--- src/rtl/minmax_pkg.sv ---
// Shared constants for the N-channel min/max acquisition unit:
// controller state encoding and selection-mode values.
package minmax_pkg;

  localparam logic [2:0] S_SOC  = 3'd0;
  localparam logic [2:0] S_EOC  = 3'd1;
  localparam logic [2:0] S_SCAN = 3'd2;
  localparam logic [2:0] S_DAV  = 3'd3;
  localparam logic [2:0] S_ACK  = 3'd4;

  localparam logic MODE_MIN = 1'b0;
  localparam logic MODE_MAX = 1'b1;

endpackage

--- src/rtl/minmax_cmp.sv ---
// Unsigned "b strictly better than a" comparator. Min mode asks b < a,
// max mode asks a < b; both reduce to the borrow out of one W-bit
// subtraction with the operands swapped by mode.
module minmax_cmp
  import minmax_pkg::*;
#(
  parameter int W = 8
) (
  input  logic [W-1:0] a_i,
  input  logic [W-1:0] b_i,
  input  logic         mode_i,
  output logic         better_o
);

  logic [W-1:0] lhs;
  logic [W-1:0] rhs;
  logic [W-1:0] diff_unused;
  logic         borrow;

  // Pick subtraction operand order so that a borrow means "b wins".
  always_comb begin
    if (mode_i == MODE_MAX) begin
      lhs = a_i;
      rhs = b_i;
    end else begin
      lhs = b_i;
      rhs = a_i;
    end
  end

  assign {borrow, diff_unused} = {1'b0, lhs} - {1'b0, rhs};
  assign better_o = borrow;

endmodule

--- src/rtl/minmax_nch_acq.sv ---
// N-channel acquisition and min/max selection. Starts all converters with
// one shared soc, waits for every eoc, captures the samples, then walks
// them one channel per clock and presents the winner on a dav_/rfd
// handshake. Define MINMAX_IDX_EN to add the winning-channel index port.
//
// state  | meaning
// S_SOC  | soc high, waiting for all eoc low
// S_EOC  | soc low, waiting for all eoc high (capture edge)
// S_SCAN | one comparison per clock until every channel is seen
// S_DAV  | result valid (dav_ low) until the consumer drops rfd
// S_ACK  | waiting for rfd to return high before the next conversion
module minmax_nch_acq
  import minmax_pkg::*;
#(
  parameter  int N  = 3,
  parameter  int W  = 8,
  localparam int IW = $clog2((N > 1) ? N : 2)
) (
  input  logic [0:0]     clock,
  input  logic           reset_,
  input  logic [N*W-1:0] x,
  input  logic [N-1:0]   eoc,
  input  logic           mode,
  input  logic           rfd,
  output logic           soc,
  output logic           dav_,
  output logic [W-1:0]   out
`ifdef MINMAX_IDX_EN
  ,
  output logic [IW-1:0]  idx
`endif
);

  localparam int            CW  = $clog2(N + 1);
  localparam logic [CW-1:0] N_C = CW'(N);

  logic [2:0]    state_q, state_d;
  logic          soc_q, soc_d;
  logic          dav_q, dav_d;
  logic          ld_cap, ld_step, ld_out;
  logic          all_lo, all_hi, scan_done, better;
  logic [W-1:0]  buf_q [N];
  logic [W-1:0]  acc_q, out_q, cand;
  logic [CW-1:0] cnt_q;
  logic [IW-1:0] cnt_ix;
  logic          m_q;
`ifdef MINMAX_IDX_EN
  logic [IW-1:0] accidx_q, idx_q;
`endif

  // Datapath status returned to the controller.
  assign all_lo    = (eoc == '0);
  assign all_hi    = (eoc == '1);
  assign scan_done = (cnt_q == N_C);
  assign cnt_ix    = cnt_q[IW-1:0];
  assign cand      = buf_q[cnt_ix];

  minmax_cmp #(.W(W)) u_cmp (
    .a_i     (acc_q),
    .b_i     (cand),
    .mode_i  (m_q),
    .better_o(better)
  );

  // Controller: next state and datapath load strobes.
  always_comb begin
    state_d = state_q;
    ld_cap  = 1'b0;
    ld_step = 1'b0;
    ld_out  = 1'b0;
    case (state_q)
      S_SOC:  if (all_lo) state_d = S_EOC;
      S_EOC:  if (all_hi) begin
                ld_cap  = 1'b1;
                state_d = S_SCAN;
              end
      S_SCAN: if (scan_done) begin
                ld_out  = 1'b1;
                state_d = S_DAV;
              end else begin
                ld_step = 1'b1;
              end
      S_DAV:  if (!rfd) state_d = S_ACK;
      S_ACK:  if (rfd) state_d = S_SOC;
      default: state_d = S_SOC;
    endcase
  end

  // Registered handshake outputs derived from the current state.
  always_comb begin
    soc_d = (state_q == S_SOC);
    dav_d = dav_q;
    if (ld_out) dav_d = 1'b0;
    if ((state_q == S_DAV) && !rfd) dav_d = 1'b1;
  end

  // Controller registers.
  always_ff @(posedge clock or negedge reset_) begin
    if (!reset_) begin
      state_q <= S_SOC;
      soc_q   <= 1'b0;
      dav_q   <= 1'b1;
    end else begin
      state_q <= state_d;
      soc_q   <= soc_d;
      dav_q   <= dav_d;
    end
  end

  // Datapath: capture, sequential scan and result registers.
  always_ff @(posedge clock or negedge reset_) begin
    if (!reset_) begin
      for (int k = 0; k < N; k++) buf_q[k] <= '0;
      acc_q <= '0;
      out_q <= '0;
      cnt_q <= '0;
      m_q   <= MODE_MIN;
`ifdef MINMAX_IDX_EN
      accidx_q <= '0;
      idx_q    <= '0;
`endif
    end else begin
      if (ld_cap) begin
        for (int k = 0; k < N; k++) buf_q[k] <= x[k*W +: W];
        acc_q <= x[W-1:0];
        m_q   <= mode;
        cnt_q <= CW'(1);
`ifdef MINMAX_IDX_EN
        accidx_q <= '0;
`endif
      end
      if (ld_step) begin
        // Strict compare keeps the earlier channel on ties.
        if (better) begin
          acc_q <= cand;
`ifdef MINMAX_IDX_EN
          accidx_q <= cnt_ix;
`endif
        end
        cnt_q <= cnt_q + CW'(1);
      end
      if (ld_out) begin
        out_q <= acc_q;
`ifdef MINMAX_IDX_EN
        idx_q <= accidx_q;
`endif
      end
    end
  end

  assign soc  = soc_q;
  assign dav_ = dav_q;
  assign out  = out_q;
`ifdef MINMAX_IDX_EN
  assign idx  = idx_q;
`endif

endmodule

--- config.mk ---
export PLATFORM = sky130hd
export DESIGN_NAME = minmax_nch_acq
export DESIGN_NICKNAME = d
export VERILOG_FILES = /design/src/rtl/minmax_pkg.sv /design/src/rtl/minmax_cmp.sv /design/src/rtl/minmax_nch_acq.sv
export SDC_FILE = /design/constraint.sdc
export NUM_CORES = 1
export LEC_CHECK = 0
export BUFFER_PORTS_ARGS = -buffer_cell sky130_fd_sc_hd__buf_2
export CAP_MARGIN = 0
export CORE_UTILIZATION = 55
export CTS_BUF_LIST = sky130_fd_sc_hd__clkbuf_4 sky130_fd_sc_hd__clkbuf_8
export DETAILED_ROUTE_END_ITERATION = 12
export PLACE_DENSITY = 0.78
export SETUP_SLACK_MARGIN = 0.3
export SLEW_MARGIN = 20
export SYNTH_ARGS = -nofsm -noshare
export SYNTH_HDL_FRONTEND = slang
export SYNTH_SLANG_ARGS = --single-unit
--- constraint.sdc ---
create_clock -name clock -period 7.8 [get_ports clock]
set_input_delay 0.39 -clock clock [delete_from_list [all_inputs] [get_ports clock]]
set_output_delay 0.39 -clock clock [all_outputs]
set_load 0.01 [all_outputs]
Word level (Yosys, flattened, before mapping)
Index checks and enable logic that the tools add are counted.
{ "classes": {"add_sub_neg": 2, "n_lt_le_gt_ge": 1, "n_eq_ne": 11, "mux": 24, "bitwise_logic": 1, "reduce_logical": 7} }
{ "op_table": {"columns": ["op", "count"], "rows": [
  ["8-bit 2-to-1 mux", 7],
  ["8-bit binary-select mux with 2-bit select", 1],
  ["3-bit 2-to-1 mux", 5],
  ["3-bit one-hot mux with 5 select lines", 1],
  ["8-bit by 8-bit subtractor with 9-bit output", 1],
  ["1-bit 2-to-1 mux", 8],
  ["2-bit inequality test (second input constant)", 4],
  ["3-bit by 2-bit == test with 1-bit output (second input constant)", 2],
  ["3-bit == test (second input constant)", 2],
  ["3-bit logical NOT", 2],
  ["5-bit AND reduction", 1],
  ["2-bit 2-to-1 mux", 2],
  ["2-bit nonzero test", 2],
  ["3-bit by 1-bit == test with 1-bit output (second input constant)", 1],
  ["3-bit >= comparator (second input constant)", 1],
  ["2-bit inverter with 3-bit output", 1],
  ["2-bit by 1-bit adder with 2-bit output (second input constant)", 1],
  ["2-bit == test (second input constant)", 1],
  ["2-bit by 1-bit inequality test with 1-bit output (second input constant)", 1],
  ["1-bit logical AND", 1],
  ["1-bit logical NOT", 1]
]} }
{ "word_totals": {"ff_bits": 48, "input_bits": 31, "out_inout_bits": 10, "wordCells": 56} }

Logic depth before layout (Yosys ltp)
{ "logic_depth": {"ltp_word": 8, "ltp_mapped": 12, "mapped_depth_nobuf": 11} }

Hierarchy
A second synthesis with hierarchy kept.
{ "hier_totals": {"hier_cells": 219, "area_unflattened_um2": 2590.0} }
{ "modules_own_cells": {"columns": ["module", "n_inst", "cells_per_inst", "area_each_um2", "seq_area_each_um2"], "rows": [
  ["minmax_nch_acq", 1, 185, 2270.9, 1202.4],
  ["minmax_cmp", 1, 34, 319.1, 0.0]
]} }

Worst setup path before layout
Ideal clock, no wire load.
{ "synth_path": {"path_type": "reg-to-reg", "start": "register cnt_q[0] (netlist: cnt_ix[0])", "end": "register acc_q[0]", "t_arrival_ps": 2345, "t_required_ps": 7657, "path_slack_ps": 5312, "stages_incl_launch_ff": 11, "path_buffers": 1, "period_less_slack_ps": 2488, "cell_sequence": "dfrtp_1 > buf_1 > and2b_4 > a21oi_1 > mux2i_1 > ha_1 > a211oi_1 > nor2_1 > nor4b_2 > o31ai_4 > mux2i_1"} }
{ "synth_between": {"elab_chain_cells": 8, "word_cells_on_any_way": 12} }
{ "synth_lines": {"columns": ["element", "line_no", "rtl"], "rows": [
  ["start: declaration", "minmax_nch_acq.sv:44", "logic [CW-1:0] cnt_q;"],
  ["start signal: assignment", "minmax_nch_acq.sv:140", "cnt_q <= cnt_q + CW'(1);"],
  ["2-bit inverter with 3-bit output (implied by the code)", "minmax_nch_acq.sv:56", "assign cand = buf_q[cnt_ix];"],
  ["8-bit binary-select mux with 2-bit select", "minmax_nch_acq.sv:56", null],
  ["8-bit 2-to-1 mux (implied by the code) (2 in a row)", "minmax_nch_acq.sv:56", null],
  ["8-bit 2-to-1 mux", "minmax_cmp.sv:22", "if (mode_i == MODE_MAX) begin"],
  ["8-bit by 8-bit subtractor with 9-bit output", "minmax_cmp.sv:31", "assign {borrow, diff_unused} = {1'b0, lhs} - {1'b0, rhs};"],
  ["8-bit 2-to-1 mux", "minmax_nch_acq.sv:134", "if (better) begin"],
  ["8-bit 2-to-1 mux *", "minmax_nch_acq.sv:132", "if (ld_step) begin"],
  ["end signal: assignment", "minmax_nch_acq.sv:125", "acc_q <= x[W-1:0];"],
  ["end signal: assignment", "minmax_nch_acq.sv:135", "acc_q <= cand;"],
  ["end: declaration", "minmax_nch_acq.sv:43", "logic [W-1:0] acc_q, out_q, cand;"]
]} }
Every way passes the cells marked *; elsewhere a longest branch is shown, timed or not. The select of a mux whose other input is x is not followed.
A chain may end at the register's enable or synchronous reset.

Worst setup path after layout
{ "layout_path": {"start": "register cnt_q[1] (netlist: cnt_ix[1])", "end": "register acc_q[6]"} }
Same word-level chain as after synthesis.

==> flow_summary_export.csv <==
group,metric,value,unit
run_status,status,"finished, final reports clean",
floorplanning,core-area,4320,um^2
setup_path,r2r_end,"acc_q[6]$_DFF_PN0_",
synth,synthAdderAreaFrac,4.05,%
global_routing,grt_pass1_wl,8570,um
cells_and_area,multi_input_area,1180,um^2
timing,fin_skew,0.00749,ns
placed_design,port_buffers,40,
min_path,min_path_type,"in2async",
synth,netlist.area_leader.share,47.6,%
setup_path,path_class,"reg2reg",
cells_and_area,seq_area,1200,um^2
route,drtIter0Drc,68,
flow_run,cap_violations,0,
clock_tree,cts_setup_buffers,0,
synth,yosys.area.top_type,"dfrtp_1",
cells_and_area,drive_above_1_share,21.7,%
timing,slew_headroom,36.1,%
clock_tree,hold_buffers,0,
route,drc_errors,0,
timing,final-setup-viol-count,0,
setup_path,cp.arrival,3.03,ns
route,drt_first_pass_iters,6,
power,powerDensity,401,nW/um^2
timing,whs,0.0901,ns
setup_path,required,7.96,ns
setup_path,crit_path_end_kind,"register",
synth,syn_inst,263,
route,met1Wirelength,2330,um
global_routing,gr-total-overflow,0,
synth,synth_mux_area_share,13.4,%
power,p_leak,1.46,nW
clock_tree,root_buffer,"clkbuf_8",
cells_and_area,area_growth_syn_to_layout,12.9,%
global_routing,antenna_found_initial,0,
global_routing,grt_max_degree,49,
cells_and_area,stdcell_area,2790,um^2
synth,synth.area.top_cells,"dfrtp_1, nand2_1, mux2i_1",
placed_design,place_hpwl,3380,um
setup_path,reg2reg_slack,4.93,ns
timing,fin_crit,2.87,ns
synth,synth_compound_area_share,9.51,%
route,viasPerCell,5.31,
synth,synth_top_family_by_area,"simple AND/OR/NAND/NOR gates",
timing,tightest_slew,0.958,ns
floorplanning,die_h,69.0,um
route,drtAntennaViolNets,0,
setup_path,reg2reg_depth,10,
synth,syn_avg_cell_area,9.40,um^2
cells_and_area,diodes,0,
timing,hold_viol,0,
floorplanning,num_rows,24,
cells_and_area,fill_cells,390,
timing,drv_slew,0,
setup_path,cp_max_fo,12,
floorplanning,start_util,57.2,%
synth,synth_xor_xnor_area_share,0,%
placed_design,place.gp.congestion,0.795,
synth,synth.cell_area,2470,um^2
clock_tree,clockBufferDepth,2,
route,num_vias,1870,
clock_tree,clock_sinks,48,
clock_tree,clk_pin_slew,0.09,ns
route,routedWlPerCell,13.7,um
timing,setup_tns,0,ns
floorplanning,ios,41,
synth,netlist-cell-type-count,33,
synth,synth_seq_cells,48,
global_routing,grt_pass1_vias,1848,
clock_tree,ctsResizeCount,0,
clock_tree,cts_tree,"yes",
synth,ys.warnings.count,0,
placed_design,place_area,2690,um^2
synth,syn_nets,302,
power,total_power,1.12,mW
timing,period_share,36.8,%
floorplanning,die_w,69.0,um
clock_tree,cts_made_buffers,5,
route,finalWirelength,4820,um
placed_design,pre_cts_slack,4.97,ns
cells_and_area,fin_nets,338,
global_routing,grt_usage,22.6,%
synth,yosys.area_share.simple,21.0,%
route,top_layer,"met4",
clock_tree,clock_latency,0.30,ns
route,dr_wl_met3,142,um
setup_path,start_kind,"register",
power,ir_drop,0.000185,V
floorplanning,die_area,4770,um^2
timing,grt_setup_unrepaired,"false",
setup_path,r2r_start,"cnt_ix[1]$_DFFE_PN0P_",
clock_tree,ctsHtreeMaxLevel,2,
synth,seq_area_frac_synth,48.6,%
route,wl_met2,2240,um
timing,setup_ws,4.93,ns
timing,clock.fmax,348,MHz
==> worst max-delay path: stages, from the launching register on <==
cell,delay (ns)
dfrtp_1,0.68
mux2i_1,0.25
nor2_1,0.05
a21oi_1,0.26
mux2i_1,0.13
ha_1,0.36
a21oi_1,0.16
a21oi_1,0.09
nor4b_2,0.34
o31ai_4,0.23
mux2i_1,0.17
==> power breakdown <==
part	switching, mW	internal (mW)	total [mW]
sequential	0.118	0.365	0.483
clock	0.0786	0.0794	0.158
combinational	0.250	0.226	0.477
total	0.447	0.671	1.12
==> placed cells by master, fill, tap and decap left out <==
| master | n |
|---|---|
| nand3b_1 | 1 |
| a21oi_1 | 11 |
| a21boi_0 | 9 |
| nand3_1 | 2 |
| a211oi_1 | 1 |
| mux2_2 | 8 |
| o21ai_0 | 12 |
| mux2i_1 | 24 |
| o31ai_4 | 1 |
| clkbuf_8 | 6 |
| nor2b_1 | 1 |
| o41ai_1 | 1 |
| nor4b_2 | 1 |
| nand2b_2 | 1 |
| and2b_4 | 1 |
| dfstp_2 | 1 |
| o21a_4 | 1 |
| nor4_1 | 2 |
| nand2b_1 | 2 |
| clkbuf_4 | 2 |
| buf_2 | 39 |
| and2_1 | 1 |
| ha_1 | 8 |
| nor2_1 | 13 |
| nand4_1 | 1 |
| dfrtp_1 | 47 |
| buf_4 | 2 |
| inv_1 | 8 |
| nor3_4 | 1 |
| and4_1 | 1 |
| nor3_1 | 2 |
| nand2_1 | 88 |
| nor3_2 | 1 |
==> flip-flops by register name, indices dropped and copies added (netlist names) <==
register,flops
acc_q,8
buf_q,24
state_q,3
out,8
soc,1
m_q,1
cnt_ix,2
dav_,1
==> cell type report <==
type / count / area share (%)
Clock buffer: 8 / 3.50
Multi-Input combinational cell: 195 / 42.5
Tap cell: 52 / 2.33
Timing Repair Buffer: 41 / 7.53
Inverter: 8 / 1.08
Sequential cell: 48 / 43.1
==> cell usage after synthesis <==
master    count
a211oi_1      1
a21boi_0      9
a21oi_1      11
and2_1        1
and2b_4       1
and4_1        1
buf_1         4
buf_2         2
buf_6         1
clkbuf_1      5
dfrtp_1      47
dfstp_2       1
ha_1          8
inv_1         8
mux2_2        8
mux2i_1      24
nand2_1      88
nand2b_1      2
nand2b_2      1
nand3_1       2
nand3b_1      1
nand4_1       1
nor2_1       13
nor2b_1       1
nor3_1        2
nor3_2        1
nor3_4        1
nor4_1        2
nor4b_2       1
o21a_4        1
o21ai_0      12
o31ai_4       1
o41ai_1       1
==> per-stage QoR <==
stage	util [%]	cells
after floorplan	-	263
after detailed placement	62.2	344
after global placement	62.2	344
after CTS	64.5	352
after global routing	64.5	352
final	64.5	352
==> logic make-up (layout without fill, tap and decap cells) <==
kind of cell	count (synthesis)	count (layout)
AND/OR/NAND/NOR	119	119
flip-flops	48	48
multiplexers	32	32
AO/OA/AOI/OAI	36	36
adder cells (fa/ha/maj)	8	8
buffers and inverters	20	57
==> how the worst max path moves through the flow <==
stage	start	end	slack [ns]	cells after the start
finish	cnt_ix[1]$_DFFE_PN0P_	acc_q[6]$_DFF_PN0_	4.93	10
global placement	cnt_ix[1]$_DFFE_PN0P_	acc_q[1]$_DFF_PN0_	5.05	9
global route	cnt_ix[1]$_DFFE_PN0P_	acc_q[2]$_DFF_PN0_	4.70	8
floorplan	cnt_ix[0]$_DFFE_PN0P_	acc_q[0]$_DFF_PN0_	5.31	10
CTS	cnt_ix[1]$_DFFE_PN0P_	acc_q[6]$_DFF_PN0_	4.95	10
detailed placement	cnt_ix[1]$_DFFE_PN0P_	acc_q[2]$_DFF_PN0_	4.97	9
==> per-layer routing <==
layer	GRT usage [%]	up-vias
li1	-	946
met1	30.6	881
met3	4.53	9
met4	8.39	0
met2	36.0	34
met5	0	-
No activity file was read; power rests on OpenSTA's default activity.
